$ cat src/rtl/fft_pkg.sv
// fft_pkg: shared sizes, FSM encoding and bit-reverse helper for the FFT frame controller.
package fft_pkg;
  localparam int N_POINTS = 4;
  localparam int LOG2N = 2;
  localparam int IN_W = 16;
  localparam int OUT_W = 19;
  typedef enum logic {FILL = 1'b0, FEED = 1'b1} state_t;
  function automatic logic [LOG2N-1:0] bitrev(input logic [LOG2N-1:0] x);
    logic [LOG2N-1:0] r;
    for (int b = 0; b < LOG2N; b++) r[b] = x[LOG2N-1-b];
    return r;
  endfunction
endpackage

$ cat src/rtl/fft_frame_ctrl_if.sv
// fft_frame_ctrl_if: sample stream, core drive/return and tagged output bundle.
interface fft_frame_ctrl_if;
  import fft_pkg::*;
  logic s_valid;
  logic s_ready;
  logic signed [IN_W-1:0] s_r;
  logic signed [IN_W-1:0] s_i;
  logic signed [IN_W-1:0] core_in_r;
  logic signed [IN_W-1:0] core_in_i;
  logic signed [OUT_W-1:0] core_out_r;
  logic signed [OUT_W-1:0] core_out_i;
  logic m_valid;
  logic m_first;
  logic m_last;
  logic [LOG2N-1:0] m_idx;
  logic signed [OUT_W-1:0] m_r;
  logic signed [OUT_W-1:0] m_i;
  modport master (
    input s_valid, s_r, s_i, core_out_r, core_out_i,
    output s_ready, core_in_r, core_in_i, m_valid, m_first, m_last, m_idx, m_r, m_i
  );
  modport slave (
    output s_valid, s_r, s_i, core_out_r, core_out_i,
    input s_ready, core_in_r, core_in_i, m_valid, m_first, m_last, m_idx, m_r, m_i
  );
endinterface

$ cat src/rtl/fft_bitrev_buf.sv
// fft_bitrev_buf: collects one core-order frame and replays it in natural frequency order.
module fft_bitrev_buf
  import fft_pkg::*;
(
  input  logic clk,
  input  logic rst,
  input  logic in_valid,
  input  logic [LOG2N-1:0] in_pos,
  input  logic signed [OUT_W-1:0] in_r,
  input  logic signed [OUT_W-1:0] in_i,
  output logic out_valid,
  output logic out_first,
  output logic out_last,
  output logic [LOG2N-1:0] out_idx,
  output logic signed [OUT_W-1:0] out_r,
  output logic signed [OUT_W-1:0] out_i
);
  localparam logic [LOG2N-1:0] LAST = LOG2N'(N_POINTS - 1);
  logic signed [OUT_W-1:0] mem_r [N_POINTS];
  logic signed [OUT_W-1:0] mem_i [N_POINTS];
  logic reading;
  logic [LOG2N-1:0] rd;
  always_ff @(posedge clk) begin
    if (in_valid) begin
      mem_r[in_pos] <= in_r;
      mem_i[in_pos] <= in_i;
    end
  end
  // Frame spacing guarantees the replay ends before the next frame's first write.
  always_ff @(posedge clk or posedge rst) begin
    if (rst) begin
      reading <= 1'b0;
      rd <= '0;
    end else if (in_valid && in_pos == LAST) begin
      reading <= 1'b1;
      rd <= '0;
    end else if (reading) begin
      reading <= rd != LAST;
      rd <= rd + 1'b1;
    end
  end
  always_ff @(posedge clk or posedge rst) begin
    if (rst) begin
      out_valid <= 1'b0;
      out_first <= 1'b0;
      out_last <= 1'b0;
      out_idx <= '0;
      out_r <= '0;
      out_i <= '0;
    end else begin
      out_valid <= reading;
      out_first <= reading && rd == '0;
      out_last <= reading && rd == LAST;
      out_idx <= reading ? rd : '0;
      out_r <= reading ? mem_r[bitrev(rd)] : '0;
      out_i <= reading ? mem_i[bitrev(rd)] : '0;
    end
  end
endmodule

$ cat src/rtl/fft_frame_ctrl.sv
// fft_frame_ctrl: buffers one frame, streams it into the FFT core and tags the core outputs.
// Define FFT_BITREV_EN to emit frames in natural frequency order.
module fft_frame_ctrl
  import fft_pkg::*;
#(
  parameter int CORE_LATENCY = 3
) (
  input logic clk,
  input logic rst,
  fft_frame_ctrl_if.master bus
);
  localparam logic [LOG2N-1:0] LAST = LOG2N'(N_POINTS - 1);
  state_t state, state_nx;
  logic [LOG2N-1:0] wr_cnt, rd_cnt, load_idx, in_pos, out_pos;
  logic accept, last_acc, load_en, in_v, out_v;
  logic signed [IN_W-1:0] mem_r [N_POINTS];
  logic signed [IN_W-1:0] mem_i [N_POINTS];
  logic [CORE_LATENCY-1:0] tag_v;
  logic [LOG2N-1:0] tag_pos [CORE_LATENCY];
  always_ff @(posedge clk or posedge rst) begin
    if (rst) state <= FILL;
    else state <= state_nx;
  end
  always_comb state_nx = (state == FILL) ? (last_acc ? FEED : FILL) : (rd_cnt == LAST ? FILL : FEED);
  // Sample 0 is loaded on the final accept so the core sees the frame starting the next cycle.
  always_comb begin
    bus.s_ready = (state == FILL) && !rst;
    accept = bus.s_valid && bus.s_ready;
    last_acc = accept && wr_cnt == LAST;
    load_en = last_acc || (state == FEED && rd_cnt != LAST);
    load_idx = (state == FEED) ? rd_cnt + 1'b1 : '0;
  end
  always_ff @(posedge clk or posedge rst) begin
    if (rst) begin
      wr_cnt <= '0;
      rd_cnt <= '0;
    end else begin
      wr_cnt <= accept ? wr_cnt + 1'b1 : wr_cnt;
      rd_cnt <= (state == FEED) ? rd_cnt + 1'b1 : '0;
    end
  end
  always_ff @(posedge clk) begin
    if (accept) begin
      mem_r[wr_cnt] <= bus.s_r;
      mem_i[wr_cnt] <= bus.s_i;
    end
  end
  always_ff @(posedge clk or posedge rst) begin
    if (rst) begin
      bus.core_in_r <= '0;
      bus.core_in_i <= '0;
      in_v <= 1'b0;
      in_pos <= '0;
    end else begin
      bus.core_in_r <= load_en ? mem_r[load_idx] : '0;
      bus.core_in_i <= load_en ? mem_i[load_idx] : '0;
      in_v <= load_en;
      in_pos <= load_idx;
    end
  end
  // Tags travel beside the core's data so overlapping frames stay distinct.
  always_ff @(posedge clk or posedge rst) begin
    if (rst) begin
      tag_v <= '0;
      for (int j = 0; j < CORE_LATENCY; j++) tag_pos[j] <= '0;
    end else begin
      tag_v[0] <= in_v;
      tag_pos[0] <= in_pos;
      for (int j = 1; j < CORE_LATENCY; j++) begin
        tag_v[j] <= tag_v[j-1];
        tag_pos[j] <= tag_pos[j-1];
      end
    end
  end
  assign out_v = tag_v[CORE_LATENCY-1];
  assign out_pos = tag_pos[CORE_LATENCY-1];
`ifdef FFT_BITREV_EN
  fft_bitrev_buf u_bitrev (
    .clk(clk),
    .rst(rst),
    .in_valid(out_v),
    .in_pos(out_pos),
    .in_r(bus.core_out_r),
    .in_i(bus.core_out_i),
    .out_valid(bus.m_valid),
    .out_first(bus.m_first),
    .out_last(bus.m_last),
    .out_idx(bus.m_idx),
    .out_r(bus.m_r),
    .out_i(bus.m_i)
  );
`else
  always_ff @(posedge clk or posedge rst) begin
    if (rst) begin
      bus.m_valid <= 1'b0;
      bus.m_first <= 1'b0;
      bus.m_last <= 1'b0;
      bus.m_idx <= '0;
      bus.m_r <= '0;
      bus.m_i <= '0;
    end else begin
      bus.m_valid <= out_v;
      bus.m_first <= out_v && out_pos == '0;
      bus.m_last <= out_v && out_pos == LAST;
      bus.m_idx <= out_v ? out_pos : '0;
      bus.m_r <= out_v ? bus.core_out_r : '0;
      bus.m_i <= out_v ? bus.core_out_i : '0;
    end
  end
`endif
endmodule

$ cat src/flat_wrapper.sv
// flat-port wrapper written by rule: the top's interface ports become plain ports
module fft_frame_ctrl_flat import fft_pkg::*;
#(
  parameter int CORE_LATENCY = 3
)
  (clk, rst, bus_s_valid, bus_s_r, bus_s_i, bus_core_out_r, bus_core_out_i, bus_s_ready, bus_core_in_r, bus_core_in_i, bus_m_valid, bus_m_first, bus_m_last, bus_m_idx, bus_m_r, bus_m_i);
  fft_frame_ctrl_if bus_i ();
  input logic clk;
  input logic rst;
  input wire logic [$bits(bus_i.s_valid)-1:0] bus_s_valid;
  input wire logic [$bits(bus_i.s_r)-1:0] bus_s_r;
  input wire logic [$bits(bus_i.s_i)-1:0] bus_s_i;
  input wire logic [$bits(bus_i.core_out_r)-1:0] bus_core_out_r;
  input wire logic [$bits(bus_i.core_out_i)-1:0] bus_core_out_i;
  output wire logic [$bits(bus_i.s_ready)-1:0] bus_s_ready;
  output wire logic [$bits(bus_i.core_in_r)-1:0] bus_core_in_r;
  output wire logic [$bits(bus_i.core_in_i)-1:0] bus_core_in_i;
  output wire logic [$bits(bus_i.m_valid)-1:0] bus_m_valid;
  output wire logic [$bits(bus_i.m_first)-1:0] bus_m_first;
  output wire logic [$bits(bus_i.m_last)-1:0] bus_m_last;
  output wire logic [$bits(bus_i.m_idx)-1:0] bus_m_idx;
  output wire logic [$bits(bus_i.m_r)-1:0] bus_m_r;
  output wire logic [$bits(bus_i.m_i)-1:0] bus_m_i;
  assign bus_i.s_valid = bus_s_valid;
  assign bus_i.s_r = bus_s_r;
  assign bus_i.s_i = bus_s_i;
  assign bus_i.core_out_r = bus_core_out_r;
  assign bus_i.core_out_i = bus_core_out_i;
  assign bus_s_ready = bus_i.s_ready;
  assign bus_core_in_r = bus_i.core_in_r;
  assign bus_core_in_i = bus_i.core_in_i;
  assign bus_m_valid = bus_i.m_valid;
  assign bus_m_first = bus_i.m_first;
  assign bus_m_last = bus_i.m_last;
  assign bus_m_idx = bus_i.m_idx;
  assign bus_m_r = bus_i.m_r;
  assign bus_m_i = bus_i.m_i;
  fft_frame_ctrl #(.CORE_LATENCY(CORE_LATENCY)) u_core (.clk(clk), .rst(rst), .bus(bus_i));
endmodule
$ cat config.mk
export PLATFORM = sky130hd
export DESIGN_NAME = fft_frame_ctrl_flat
export DESIGN_NICKNAME = d
export VERILOG_FILES = /design/src/rtl/fft_pkg.sv /design/src/rtl/fft_frame_ctrl_if.sv /design/src/rtl/fft_bitrev_buf.sv /design/src/rtl/fft_frame_ctrl.sv /design/src/flat_wrapper.sv
export SDC_FILE = /design/constraint.sdc
export NUM_CORES = 1
export LEC_CHECK = 0
export CELL_PAD_IN_SITES_DETAIL_PLACEMENT = 1
export CELL_PAD_IN_SITES_GLOBAL_PLACEMENT = 2
export CORE_UTILIZATION = 33
export CTS_BUF_LIST = sky130_fd_sc_hd__clkbuf_16
export DETAILED_ROUTE_END_ITERATION = 10
export PLACE_DENSITY_LB_ADDON = 0.1
export SYNTH_ARGS = -nofsm -noshare
export SYNTH_HDL_FRONTEND = slang
export SYNTH_SLANG_ARGS = --single-unit
$ cat constraint.sdc
create_clock -name clk -period 2.6 [get_ports clk]
set_input_delay 0.26 -clock clk [delete_from_list [all_inputs] [get_ports clk]]
set_output_delay 0.26 -clock clk [all_outputs]
set_load 0.05 [all_outputs]
==> impl_metrics.json, run 1 <==
{
  "relSlewSlack_pct": 36.5,
  "cts-root-buf": "clkbuf_16",
  "finalHoldViolCount": 0,
  "core_mm2": 0.0234,
  "cp.arrival_ns": 1.95,
  "layout_common_cells": "clkdlybuf4s50_1, edfxtp_1, dfrtp_1",
  "synth_seq_cells": 218,
  "clkTransAtPathRegs_ns": 0.06,
  "p_leak_nw": 3.96,
  "ys_warn_count": 0,
  "status": "finished, final reports clean",
  "insertion_delay_ns": 0.52,
  "cts_hold_buffers": 0,
  "antenna_left": 0,
  "r2r_slack_ns": 0.71,
  "grt_max_degree": 44,
  "critical_path_required_ns": 2.34,
  "cts_tree": "done",
  "r2r_end": "u_core.bus.core_in_i[8]",
  "grt_pass1_wl_um": 26900,
  "fin_crit_ns": 2.21,
  "wl_per_cell_um": 17.6,
  "p_total_mw": 12.0,
  "cp-end-kind": "output port",
  "final_common_cell": "clkdlybuf4s50_1",
  "vias": 4411,
  "tns_ns": 0,
  "slew_viol_final": 0,
  "antenna_found_initial": 2,
  "rsz0062_at_grt": "false",
  "die_x_um": 156,
  "grt_pass1_vias": 4851,
  "syn_area_mm2": 0.00785,
  "r2r_cells": 5,
  "gp_congestion": 0.697,
  "wirelength_um": 17200,
  "worstSetupPathType": "reg -> out",
  "ir_worst_vdd_uv": 560,
  "drtIter0Drc": 157,
  "synth_cell_types": 23,
  "htree_num_levels": 1,
  "crit_path_start_kind": "flop",
  "cap_violations": 0,
  "firstDrtPassIters": 4,
  "yosysSeqAreaShare_pct": 77.7,
  "min_period_over_period_pct": 84.9,
  "gr-total-overflow": 0,
  "setup_viol": 0,
  "grt.total_usage_pct": 14.6,
  "worstReg2RegStart": "u_core.rd_cnt[0]",
  "power-per-cell-area_mw_per_mm2": 1130,
  "drcViolationCount": 0,
  "syn_inst": 473,
  "area_delta_synth_final_pct": 34.9,
  "final_layout_size_suffix_gt1_share_pct": 13.9,
  "syn_avg_cell_area_um2": 16.6,
  "ios": 149,
  "nets": 715,
  "worst_pin_slew_ns": 0.952,
  "fmax_ghz": 0.453,
  "die_y_um": 156,
  "fill_cells": 2327,
  "dp.final_hpwl_um": 10900,
  "postCtsSetupRepairBufs": 0,
  "start_util_pct": 33.5,
  "die_area_mm2": 0.0244,
  "vias_per_cell": 4.51,
  "hold_path_class": "in -> async",
  "numCtsBuffers": 25,
  "cts_buffer_depth": 3,
  "crit_fanout": 5,
  "syn_nets": 551,
  "ctsResizeCount": 0,
  "port_buffers": 148,
  "rows": 56,
  "finalClockSkew_ns": 0.0186,
  "clkSinkCount": 218
}
-- cells in the mapped netlist, drive strengths merged --
cell type	number	area, um^2
clkbuf	7	26.3
dfrtp	90	2250
a311oi	32	455
nand2b	1	6.26
and3	1	6.26
nor2	1	3.75
nor3b	2	26.3
inv	6	22.5
a21oi	1	16.3
nor2b	33	206
ha	5	62.6
buf	21	140
o21ai	1	5.00
nand2	66	248
and2	44	275
clkinv	1	5.00
a211oi	32	240
xnor2	1	8.76
edfxtp	128	3840
-- cell type report --
class / instances / area, um^2 / share of cell area (%)
Sequential cell: 218 / 6100 / 57.6
Timing Repair Buffer: 165 / 1680 / 15.9
Multi-Input combinational cell: 220 / 1580 / 14.9
Clock buffer: 25 / 626 / 5.91
Tap cell: 319 / 399 / 3.77
Clock inverter: 21 / 173 / 1.63
Inverter: 7 / 30.0 / 0.284
Antenna cell: 2 / 5.00 / 0.0473
-- worst max-delay path by stage --
stage                              end         start
2_1_floorplan  u_core.bus.core_in_i[0]           rst
3_3_place_gp        u_core.mem_i[2][7]           rst
3_5_place_dp        u_core.mem_i[2][7]           rst
5_1_grt                    bus_s_ready  u_core.state
6_report                   bus_s_ready  u_core.state
4_1_cts                    bus_s_ready  u_core.state
-- stage by stage --
stage | std cells | setup slack [ns] | hold slack (ns) | utilization (%) | area (um^2)
2_1_floorplan | 473 | 0.00474 | 0.331 | - | 7850
5_1_grt | 975 | 0.315 | 0.298 | 45.2 | 10600
4_1_cts | 975 | 0.342 | 0.254 | 45.2 | 10600
3_3_place_gp | 929 | 0.437 | 0.333 | 41.8 | 9790
3_5_place_dp | 929 | 0.406 | 0.336 | 41.8 | 9790
6_report | 977 | 0.392 | 0.238 | 45.2 | 10600
-- cells by family (layout without fill, tap and decap cells) --
family / after synthesis / count (layout) / share of synthesized area [%]
xor+xnor: 1 / 1 / 0.112
fa+ha+maj: 5 / 5 / 0.797
compound gates: 66 / 66 / 9.13
simple gates: 148 / 148 / 9.83
flops: 218 / 218 / 77.7
buf+inv: 35 / 218 / 2.47
other cells: 0 / 2 / 0
-- registers in the layout, indices dropped and copies added (netlist names), 2 cells and up --
signal                count
u_core.tag_pos            4
u_core.bus.core_in_r     16
u_core.bus.m_r           19
u_core.mem_i             64
u_core.bus.m_i           19
u_core.out_pos            2
u_core.bus.m_idx          2
u_core.mem_r             64
u_core.wr_cnt             2
u_core.rd_cnt             2
u_core.tag_v              3
u_core.bus.core_in_i     16
-- routing by layer --
layer	wire length (um)	track usage (%)	up-vias
li1	-	-	2041
met5	0	0	-
met3	1020	3.49	31
met1	7270	17.9	2210
met2	8440	25.3	129
met4	420	4.34	0
-- report_power, final --
part | leakage, nW | total, mW | switching, mW | internal, mW
logic | 1.21 | 4.05 | 2.71 | 1.35
clock network | 0.415 | 3.36 | 1.32 | 2.04
registers | 2.33 | 4.56 | 0.259 | 4.30
-- worst max-delay path: stages (launching register included) --
cell and delay (ns):
dfrtp_1 0.48, nor2_1 0.14, clkdlybuf4s50_1 0.81
Note: power is estimated with default switching activity, not from simulation.
==> inputs of run 2 (changes only) <==
Clock period 2.6 ns to 2 ns, I/O delays scaled along.
==> impl_metrics.json, run 2 (same netlist as run 1, synthesis figures left out) <==
{
  "vias_per_cell": 4.55,
  "grt_use_met3_pct": 2.63,
  "antenna_left": 0,
  "finalHoldViolCount": 0,
  "layout_common_cells": "clkdlybuf4s50_1, edfxtp_1, dfrtp_1",
  "nets": 720,
  "slew_viol_final": 0,
  "cpPeakStageDelay_ns": 0.82,
  "grt_max_degree": 51,
  "grt_busiest_layer": "met2",
  "grt.total_usage_pct": 14.8,
  "r2r_slack_ns": 0.32,
  "start_util_pct": 33.5,
  "cts_tree": "done",
  "r2r_end": "u_core.bus.core_in_i[0]",
  "seq_area_mm2": 0.00610,
  "postCtsSetupRepairBufs": 0,
  "core_mm2": 0.0234,
  "die_y_um": 156,
  "htree_num_levels": 1,
  "ctsResizeCount": 0,
  "use_met1_pct": 18.5,
  "drcViolationCount": 0,
  "wl_per_cell_um": 17.9,
  "cp_slowest_cell": "clkdlybuf4s50_1",
  "worstSetupPathType": "reg -> out",
  "die_x_um": 156,
  "gr-total-overflow": 0,
  "insertedDiodeCount": 0,
  "ir_worst_vdd_uv": 806,
  "numCtsBuffers": 24,
  "relSlewSlack_pct": 62.5,
  "path_buf_inv": 1,
  "grt_use_met2_pct": 26.2,
  "crit_path_start_kind": "flop",
  "status": "finished, final reports clean",
  "power-per-cell-area_mw_per_mm2": 1440,
  "stdcell_count": 979,
  "p_leak_nw": 3.98,
  "antenna_found_initial": 0,
  "clkTransAtPathRegs_ns": 0.06,
  "grt_pass1_vias": 4825,
  "tns_ns": 0,
  "rows": 56,
  "crit_fanout": 1,
  "cts-root-buf": "clkbuf_16",
  "port_buffers": 148,
  "dp.cells": 935,
  "rsz0062_at_grt": "false",
  "gp_congestion": 0.690,
  "fmax_ghz": 0.525,
  "area_delta_synth_final_pct": 35.4,
  "worstReg2RegStart": "u_core.state",
  "grt_pass1_wl_um": 27400,
  "critPathTopFamily": "buffers and inverters",
  "critical_path_required_ns": 1.80,
  "vias": 4455,
  "fin_crit_ns": 1.91,
  "dp.final_hpwl_um": 11000,
  "worstSetupStartpoint": "u_core.bus.core_in_r[6]",
  "multi_input_area_mm2": 0.00158,
  "clkSinkCount": 218,
  "final_common_cell": "clkdlybuf4s50_1",
  "wirelength_um": 17500,
  "r2r_cells": 5,
  "hold_path_class": "in -> async",
  "cp-end-kind": "output port",
  "setup_viol": 0,
  "worst_pin_slew_ns": 0.562,
  "ios": 149,
  "firstDrtPassIters": 6,
  "path_cells": "clkdlybuf4s50_1",
  "cap_violations": 0,
  "drtIter0Drc": 161,
  "finalClockSkew_ns": 0.0158,
  "final_layout_size_suffix_gt1_share_pct": 14.1,
  "cts_buffer_depth": 3,
  "fill_cells": 2332,
  "cp.arrival_ns": 1.71,
  "cts_hold_buffers": 0,
  "insertion_delay_ns": 0.51,
  "die_area_mm2": 0.0244,
  "reg_top3": "u_core.mem_i (64), u_core.mem_r (64)",
  "min_period_over_period_pct": 95.3
}
[run 2: worst register-to-register path, delay by kind of cell (launching register included)]
family	cells	cell delay [ns]
flip-flops	1	0.48
buffers and inverters	2	0.42
AND/OR/NAND/NOR	1	0.35
AO/OA/AOI/OAI	2	0.32
[run 2: power by group]
part | total, mW | internal, mW | switching, mW
clock | 3.89 | 2.24 | 1.66
sequential | 5.90 | 5.60 | 0.302
combinational | 5.50 | 1.91 | 3.59
total | 15.3 | 9.74 | 5.54
[run 2: metal layers]
layer | wire length [um] | up-vias
li1 | - | 2051
met1 | 7660 | 2232
met2 | 8530 | 145
met3 | 919 | 27
met4 | 404 | 0
met5 | 0 | -
[run 2: worst max path at each step]
stage | endpoint | depth (start not counted)
2_1_floorplan | u_core.mem_i[3][0] | 2
3_3_place_gp | u_core.bus.core_in_i[1] | 6
3_5_place_dp | u_core.bus.core_in_i[0] | 6
4_1_cts | bus_core_in_r[15] | 1
5_1_grt | bus_core_in_r[15] | 1
6_report | bus_core_in_r[6] | 1
[run 2: area by class of cell]
type | count | area share (%)
clock inverter | 19 | 0.706
inverter | 7 | 0.294
timing repair buffer | 171 | 17.2
tap | 319 | 3.75
multi-input combinational | 220 | 14.8
clock buffer | 25 | 5.89
sequential | 218 | 57.4
[run 2: stage by stage]
step	power, mW	cell area [um^2]	setup slack (ns)	hold WS [ns]	util, %
3_5_place_dp	11.6	9930	0.127	0.336	42.4
5_1_grt	16.1	10600	0.0374	0.230	45.4
2_1_floorplan	9.58	7860	0.307	0.299	-
4_1_cts	15.6	10600	0.0564	0.208	45.4
6_report	15.3	10600	0.0946	0.203	45.4
3_3_place_gp	11.5	9930	0.189	0.336	42.4
